--- config.mk ---
export PLATFORM = sky130hd
export DESIGN_NAME = mm_requester
export DESIGN_NICKNAME = d
export VERILOG_FILES = /design/src/rtl/mm_pkg.sv /design/src/rtl/mm_requester.sv
export SDC_FILE = /design/constraint.sdc
export NUM_CORES = 1
export LEC_CHECK = 0
export ABC_AREA = 0
export CAP_MARGIN = 20
export CORE_MARGIN = 1
export CORE_UTILIZATION = 30
export CTS_CLUSTER_DIAMETER = 30
export CTS_CLUSTER_SIZE = 8
export DETAILED_ROUTE_END_ITERATION = 8
export PLACE_DENSITY_LB_ADDON = 0.05
export SLEW_MARGIN = 40
export SYNTH_ARGS = -nofsm -noshare
export SYNTH_HDL_FRONTEND = slang
export SYNTH_SLANG_ARGS = --single-unit
--- constraint.sdc ---
create_clock -name clk -period 1.6 [get_ports clk]
set_input_delay 0.16 -clock clk [delete_from_list [all_inputs] [get_ports clk]]
set_output_delay 0.16 -clock clk [all_outputs]
set_load 0.02 [all_outputs]
--- src/rtl/mm_pkg.sv ---
// Shared constants, FSM state type and tag helper for the main-memory requester.
package mm_pkg;

    localparam int ADDR_W = 4;
    localparam int DATA_W = 32;
    localparam int TAG_W  = 2;

    typedef enum logic [2:0] {
        IDLE,
        WR,
        RD_REQ,
        RD_LOAD,
        RD_CAPT,
        DONE
    } mm_req_state_t;

    function automatic logic [TAG_W-1:0] tag_of(input logic [ADDR_W-1:0] addr);
        return addr[ADDR_W-1 -: TAG_W];
    endfunction

endpackage

--- src/rtl/mm_requester.sv ---
// Single-outstanding initiator for one port of the shared main memory.
// Optional read-wait timeout enabled by defining MM_TIMEOUT_EN.
//
//   state   | meaning
//   IDLE    | ready for a core request, memory port quiet
//   WR      | one-cycle write strobe with latched address/data
//   RD_REQ  | read strobe held until the memory reports valid
//   RD_LOAD | address held while the memory loads its read data
//   RD_CAPT | capture memory data and tag into the response
//   DONE    | one-cycle response pulse
module mm_requester
    import mm_pkg::*;
#(
`ifdef MM_TIMEOUT_EN
    parameter int TIMEOUT_CYCLES = 15
`endif
) (
    input  logic              clk,
    input  logic              rst_n,
    input  logic              req_valid,
    output logic              req_ready,
    input  logic              req_we,
    input  logic [ADDR_W-1:0] req_addr,
    input  logic [DATA_W-1:0] req_wdata,
    output logic              resp_valid,
    output logic [DATA_W-1:0] resp_rdata,
    output logic [TAG_W-1:0]  resp_tag,
    output logic              resp_err,
    output logic              mm_read,
    output logic              mm_write,
    output logic [ADDR_W-1:0] mm_addr,
    output logic [DATA_W-1:0] mm_wdata,
    input  logic              mm_valid,
    input  logic [DATA_W-1:0] mm_rdata,
    input  logic [TAG_W-1:0]  mm_tag
);

    mm_req_state_t     r_state;
    mm_req_state_t     w_next_state;
    logic [ADDR_W-1:0] r_addr;
    logic [DATA_W-1:0] r_wdata;
    logic [DATA_W-1:0] r_resp_rdata;
    logic [TAG_W-1:0]  r_resp_tag;
    logic              w_timeout;

`ifdef MM_TIMEOUT_EN
    localparam logic [3:0] WAIT_LAST = 4'(TIMEOUT_CYCLES - 1);
    logic [3:0] r_wait_cnt;
    logic       r_resp_err;

    assign w_timeout = (r_state == RD_REQ) && !mm_valid && (r_wait_cnt == WAIT_LAST);
    assign resp_err  = r_resp_err;

    // Counter is zero on every RD_REQ entry because it clears outside RD_REQ.
    always_ff @(posedge clk or negedge rst_n) begin
        if (!rst_n) begin
            r_wait_cnt <= '0;
            r_resp_err <= 1'b0;
        end else begin
            r_wait_cnt <= (r_state == RD_REQ) ? r_wait_cnt + 4'd1 : 4'd0;
            if (w_timeout)
                r_resp_err <= 1'b1;
            else if (r_state == WR || r_state == RD_CAPT)
                r_resp_err <= 1'b0;
        end
    end
`else
    assign w_timeout = 1'b0;
    assign resp_err  = 1'b0;
`endif

    always_ff @(posedge clk or negedge rst_n) begin
        if (!rst_n)
            r_state <= IDLE;
        else
            r_state <= w_next_state;
    end

    always_comb begin
        w_next_state = r_state;
        case (r_state)
            IDLE:    if (req_valid) w_next_state = req_we ? WR : RD_REQ;
            WR:      w_next_state = DONE;
            RD_REQ:  if (mm_valid) w_next_state = RD_LOAD;
                     else if (w_timeout) w_next_state = DONE;
            RD_LOAD: w_next_state = RD_CAPT;
            RD_CAPT: w_next_state = DONE;
            DONE:    w_next_state = IDLE;
            default: w_next_state = IDLE;
        endcase
    end

    always_comb begin
        req_ready  = 1'b0;
        resp_valid = 1'b0;
        mm_read    = 1'b0;
        mm_write   = 1'b0;
        mm_addr    = '0;
        mm_wdata   = '0;
        case (r_state)
            IDLE:    req_ready = 1'b1;
            WR: begin
                mm_write = 1'b1;
                mm_addr  = r_addr;
                mm_wdata = r_wdata;
            end
            RD_REQ: begin
                mm_read = 1'b1;
                mm_addr = r_addr;
            end
            RD_LOAD: mm_addr = r_addr;
            DONE:    resp_valid = 1'b1;
            default: ;
        endcase
    end

    always_ff @(posedge clk or negedge rst_n) begin
        if (!rst_n) begin
            r_addr       <= '0;
            r_wdata      <= '0;
            r_resp_rdata <= '0;
            r_resp_tag   <= '0;
        end else begin
            if (r_state == IDLE && req_valid) begin
                r_addr  <= req_addr;
                r_wdata <= req_wdata;
            end
            if (r_state == WR || w_timeout)
                r_resp_tag <= tag_of(r_addr);
            if (w_timeout)
                r_resp_rdata <= '0;
            if (r_state == RD_CAPT) begin
                r_resp_rdata <= mm_rdata;
                r_resp_tag   <= mm_tag;
                assert (mm_tag == tag_of(r_addr));
            end
        end
    end

    assign resp_rdata = r_resp_rdata;
    assign resp_tag   = r_resp_tag;

endmodule

==> results of run 1 <==
==> power by group <==
group	internal, mW	switching (mW)
Sequential	2.81	0.515
Combinational	4.15	2.84
Clock	0.768	0.688
Total	7.72	4.05
==> cells by family after synthesis <==
family,share of synthesized area
simple gates,0.105
flops,0.586
other cells,0.00120
mux,0.249
compound gates,0.0229
buf+inv,0.0353
==> metal layers <==
metal | GRT usage | vias to the layer above | part of all wire
li1 | - | 1113 | -
met1 | 0.182 | 1149 | 0.42
met2 | 0.261 | 91 | 0.50
met3 | 0.0520 | 13 | 0.065
met4 | 0.0510 | 0 | 0.018
met5 | 0 | - | 0
==> layout make-up <==
type / instances / area, sq um
Fill cell: 846 / 4330
Sequential cell: 73 / 1830
Timing Repair Buffer: 185 / 1980
Tap cell: 133 / 166
Clock buffer: 12 / 145
Clock inverter: 4 / 52.6
Multi-Input combinational cell: 132 / 1400
Inverter: 2 / 7.51
==> per-stage QoR <==
stage          setup WS, ps  hold slack [ps]
2_1_floorplan         -38.3             -136
3_3_place_gp           -164             73.2
3_5_place_dp           -179             72.8
4_1_cts                -210              247
5_1_grt                -187              259
6_report               -105              240
==> state kept, by name (all words and copies together) (netlist names) <==
signal / cells
resp_tag: 2
r_addr: 4
r_state: 3
resp_rdata: 32
r_wdata: 32
==> synthesized netlist by cell type <==
library cell  count
nor3_1            3
buf_6             4
a21oi_1           2
nand2b_1          1
nand2_1           1
dfrtp_1          73
buf_2             1
nor2_1            3
o32ai_1           1
o21ai_0           2
nor2b_1           2
inv_1             2
o311a_1           2
a21o_1            1
mux2_2           64
and2_1           38
conb_1            1
mux2_1            5
o21bai_1          2
nor3_2            1
nor3_4            1
clkbuf_1          4
buf_4             5
nor3b_1           2
==> critical path, stage by stage (launching register included) <==
cell	delay [ps]
dfrtp_2	430
nor3b_4	200
buf_4	160
clkbuf_16	160
and2_1	130
buf_4	130
==> repair_timing <==
item,in CTS,in global routing
gates resized for setup,129,157
pin swaps,2,7
gates cloned,5,6
buffers inserted,2,13
endpoints found under the setup margin,105,108
hold buffers,1,0
hold endpoints to repair,19,0
==> worst max path at each step <==
stage,end,cells after the start
global placement,mm_wdata[7],4
floorplan,r_addr[0]$_DFFE_PN0P_,5
detailed placement,mm_wdata[7],4
CTS,mm_wdata[7],4
finish,mm_wdata[16],5
global route,mm_wdata[12],5
==> qor.csv, run 1 <==
stage,metric,value,unit
hold_path,hold_class,input pin to async pin,
critical_path,end_kind,output pin,
synthesis,synth.largest_area_cell,dfrtp_1,
power,p_leak,2.49,nW
critical_path,r2r_start,r_state[2]$_DFFE_PN0P_,
global_routing,grt_start_max_net_pins,40,
sta,max_freq,0.587,GHz
clock_tree,numCtsBuffers,9,
sta,final.setup_skew,11.0,ps
floorplanning,die_height,104,um
critical_path,criticalPathCategory,flip-flop to output pin,
placed_design,place_area,4840,sq um
sta,finalSetupViolCount,80,
clock_tree,clk_latency,340,ps
power,total_power,11.8,mW
synthesis,synth_cell_types,24,
sta,slew_violations,0,
synthesis,syn_nets,296,
critical_path,r2r_setup_slack,-90,ps
floorplanning,core-area,9910,sq um
layout,final_nets,478,
global_routing,track_usage,0.154,
routing,drc,0,
clock_tree,cts_tree,done,
global_routing,grt_pass1_wl,12900,um
synthesis,netlist.area_leader.share,0.586,
global_routing,grt_overflow,0,
layout,final_cell_area,5580,sq um
synthesis,yosys-top-cells-area,"dfrtp_1, mux2_2, and2_1, mux2_1, buf_6",
routing,drtPass1Iterations,4,
layout,area_delta_synth_final,78.9,%
placed_design,placedCellCount,502,
job,maxCapViolCount,0,
critical_path,critPathLaunchType,flip-flop,
clock_tree,clk_pin_slew,80,ps
synthesis,ys_seq_area_frac,0.586,
sta,rsz0062_at_grt,true,
routing,first_iter_violations,79,
floorplanning,die_area,10800,sq um
clock_tree,clock_path_buffers,2,
critical_path,critPathMaxFanout,16,
sta,final.period_utilization,1.07,
routing,post_drt_wl_per_cell,16.1,um
synthesis,ys_seq_elements,73,
layout,final_core_util,0.563,
clock_tree,clock-sinks,73,
layout,layout-drive-gt1-share,0.439,
sta,finalHoldViolCount,0,
outcome,violations,setup timing,
critical_path,worstPathArrival,1540,ps
power,vdd_ir_drop_max,1.03,mV
critical_path,cp-startpoint,r_state[1]$_DFFE_PN0P_,
sta,setup_slack,-105,ps
routing,dr_total_vias,2366,
power,p_per_area,2110,nW/um^2
layout,final_cell_mix,"clkdlybuf4s50_1, dfrtp_1, mux2_4, buf_4, mux2_2",
global_routing,grt_pass1_vias,2459,
routing,postRouteAntennaNets,0,
synthesis,netlist_instances,221,
placed_design,hpwl,5060,um
critical_path,worstRegToRegCells,6,
synthesis,avgSynthCellArea,14.1,sq um
layout,final_common_cell,clkdlybuf4s50_1,
clock_tree,cts_root_buf,clkbuf_8,
synthesis,synth_area,3120,sq um
synthesis,yosys_warnings,0,
clock_tree,h-tree-depth,3,
placed_design,io_buffers,148,
floorplanning,rows,36,
floorplanning,start_util,0.315,
sta,fin_crit,1700,ps
layout,antenna_cells,0,
global_routing,antenna_found_initial,0,
outcome,status,finished with violations,
placed_design,gp_congestion,0.668,
critical_path,crit_required,1440,ps
layout,finalNonFillerCells,541,
routing,drt-total-wl,8700,um
floorplanning,num_io_pins,150,
sta,finalSetupTns,-5280,ps
floorplanning,die_width,104,um
critical_path,r2r_end,r_wdata[12]$_DFFE_PN0P_,
routing,viasPerCell,4.37,
No activity file was read; power rests on OpenSTA's default activity.
==> run 2, diff against run 1 <==
--- a/config.mk
+++ b/config.mk
@@ -13,6 +13,7 @@
 export CTS_CLUSTER_SIZE = 8
 export DETAILED_ROUTE_END_ITERATION = 8
 export PLACE_DENSITY_LB_ADDON = 0.05
+export REMOVE_ABC_BUFFERS = 1
 export SLEW_MARGIN = 40
 export SYNTH_ARGS = -nofsm -noshare
 export SYNTH_HDL_FRONTEND = slang
==> qor.csv, run 2 (synthesis gave the netlist of run 1 again) <==
stage,metric,value,unit,change
floorplanning,rows,36,,unchanged
global_routing,grt_pass1_vias,2521,,+2.5%
layout,final_nets,484,,+1.3%
sta,final.period_utilization,1.06,,-0.00518
routing,post_drt_wl_per_cell,16.6,um,+3.4%
placed_design,place_area,4840,sq um,about the same
job,maxCapViolCount,0,,unchanged
layout,final_cell_mix,"clkdlybuf4s50_1, dfrtp_1, mux2_4, buf_6, and2_4",,
sta,hold-worst-slack,294,ps,+54.7 ps
sta,slew_violations,0,,unchanged
layout,layout-drive-gt1-share,0.471,,+0.0323
global_routing,grt_overflow,0,,unchanged
critical_path,critPathLaunchType,flip-flop,,
power,vdd_ir_drop_max,1.15,mV,+11%
global_routing,track_usage,0.155,,+0.000752
placed_design,hpwl,5160,um,+2.1%
floorplanning,num_io_pins,150,,unchanged
critical_path,crit_required,1820,ps,+380 ps
routing,drtPass1Iterations,5,,+1
sta,finalSetupViolCount,95,,+19%
sta,max_freq,0.589,GHz,+0.49%
routing,drt-total-wl,9100,um,+4.5%
hold_path,hold_class,input pin to async pin,,
global_routing,antenna_found_initial,0,,unchanged
routing,viasPerCell,4.45,,+1.7%
clock_tree,clock_path_buffers,2,,unchanged
floorplanning,die_width,104,um,unchanged
sta,setup_slack,-96.4,ps,+8.29 ps
layout,final_cell_area,5880,sq um,+5.5%
global_routing,grt_pass1_wl,13000,um,+0.32%
global_routing,grt_start_max_net_pins,30,,-25%
critical_path,criticalPathCategory,flip-flop to flip-flop,,
sta,fin_crit,1700,ps,-8.29 ps
floorplanning,start_util,0.315,,unchanged
clock_tree,clock-sinks,73,,unchanged
outcome,status,finished with violations,,
clock_tree,cts_tree,done,,
critical_path,critPathMaxFanout,8,,-8
critical_path,end_kind,flip-flop,,
layout,antenna_cells,0,,unchanged
routing,drc,0,,unchanged
floorplanning,die_area,10800,sq um,unchanged
layout,final_common_cell,clkdlybuf4s50_1,,
floorplanning,core-area,9910,sq um,unchanged
critical_path,worstPathArrival,1910,ps,+370 ps
power,p_per_area,2170,nW/um^2,+2.8%
floorplanning,die_height,104,um,unchanged
clock_tree,clk_pin_slew,80,ps,about the same
clock_tree,cts_root_buf,clkbuf_8,,
clock_tree,clk_latency,330,ps,about the same
outcome,violations,setup timing,,
placed_design,io_buffers,148,,unchanged
routing,dr_total_vias,2433,,+2.8%
clock_tree,numCtsBuffers,9,,unchanged
placed_design,gp_congestion,0.726,,+8.8%
sta,rsz0062_at_grt,true,,
routing,first_iter_violations,78,,-1.3%
sta,final.setup_skew,9.90,ps,-1.12 ps
sta,finalHoldViolCount,0,,unchanged
power,p_leak,2.66,nW,+6.9%
clock_tree,h-tree-depth,3,,unchanged
layout,area_delta_synth_final,88.7,%,
routing,postRouteAntennaNets,0,,unchanged
## run 2: changes by cell type in the layout (fill, tap and decap cells not counted), moves of 2 or more
cell,delta
buf_2,-2
nor2_1,-2
buf_6,+25
nor2_4,+3
clkbuf_16,+2
buf_12,-2
mux2_4,+24
buf_8,-3
buf_4,-14
and2_1,-7
and2_4,+7
mux2_2,-24
## run 2: what timing repair did
item | 4_1_cts | 5_1_grt
buffers inserted | 3 | 10
endpoints found under the hold margin | 26 | 0
cloned | 4 | 9
pin swaps | 6 | 17
hold buffers | 1 | 0
gates resized for setup | 248 | 99
setup endpoints to repair | 108 | 107
## run 2: where the power goes
part | internal (mW) | switching [mW] | leakage, nW
clock network | 0.920 | 0.686 | 0.113
logic | 4.76 | 3.05 | 1.69
registers | 2.81 | 0.543 | 0.862
## run 2: critical path, cell delays in order, from the launching register on
cell	delay (ps)
dfrtp_1	420
buf_6	160
nor3_4	170
and2_4	310
clkbuf_16	200
mux2_2	320
## run 2: through the flow
step | cells | setup WS [ps] | setup TNS, ps | total power, mW | utilization
5_1_grt | 547 | -194 | -14080 | 13.5 | 0.594
4_1_cts | 529 | -110 | -4670 | 11.3 | 0.533
2_1_floorplan | 207 | -1150 | -80100 | 6.21 | -
3_5_place_dp | 505 | -174 | -8310 | 8.88 | 0.489
6_report | 547 | -96.4 | -5180 | 12.8 | 0.594
3_3_place_gp | 505 | -150 | -7050 | 8.83 | 0.489
## run 2: layout make-up
| type | instances | area [sq um] |
|---|---|---|
| Tap cell | 133 | 166 |
| Timing Repair Buffer | 191 | 2130 |
| Clock buffer | 11 | 141 |
| Inverter | 2 | 10.0 |
| Clock inverter | 5 | 78.8 |
| Multi-Input combinational cell | 132 | 1530 |
| Sequential cell | 73 | 1830 |
| Fill cell | 810 | 4030 |
## run 2: metal layers
metal  GRT usage  share of wire  up-vias
met1       0.189           0.44     1196
li1            -              -     1134
met3      0.0583          0.070        4
met2       0.249           0.48       99
met4      0.0571         0.0059        0
met5           0              0        -
## run 2: final timing paths
check                                         from  slack (ps)  cells after the start                         end
setup / recovery            r_state[1]$_DFFE_PN0P_        -100                      5     r_wdata[13]$_DFFE_PN0P_
hold / removal                               rst_n         290                      2   resp_rdata[0]$_DFFE_PN0N_
setup reg to reg            r_state[1]$_DFFE_PN0P_        -100                      5     r_wdata[13]$_DFFE_PN0P_
hold reg to reg            r_wdata[13]$_DFFE_PN0P_         500                      1     r_wdata[13]$_DFFE_PN0P_
max in group asynchronous                    rst_n         810                      3  resp_rdata[18]$_DFFE_PN0N_
min in group clk                      req_wdata[9]         440                      2      r_wdata[9]$_DFFE_PN0P_
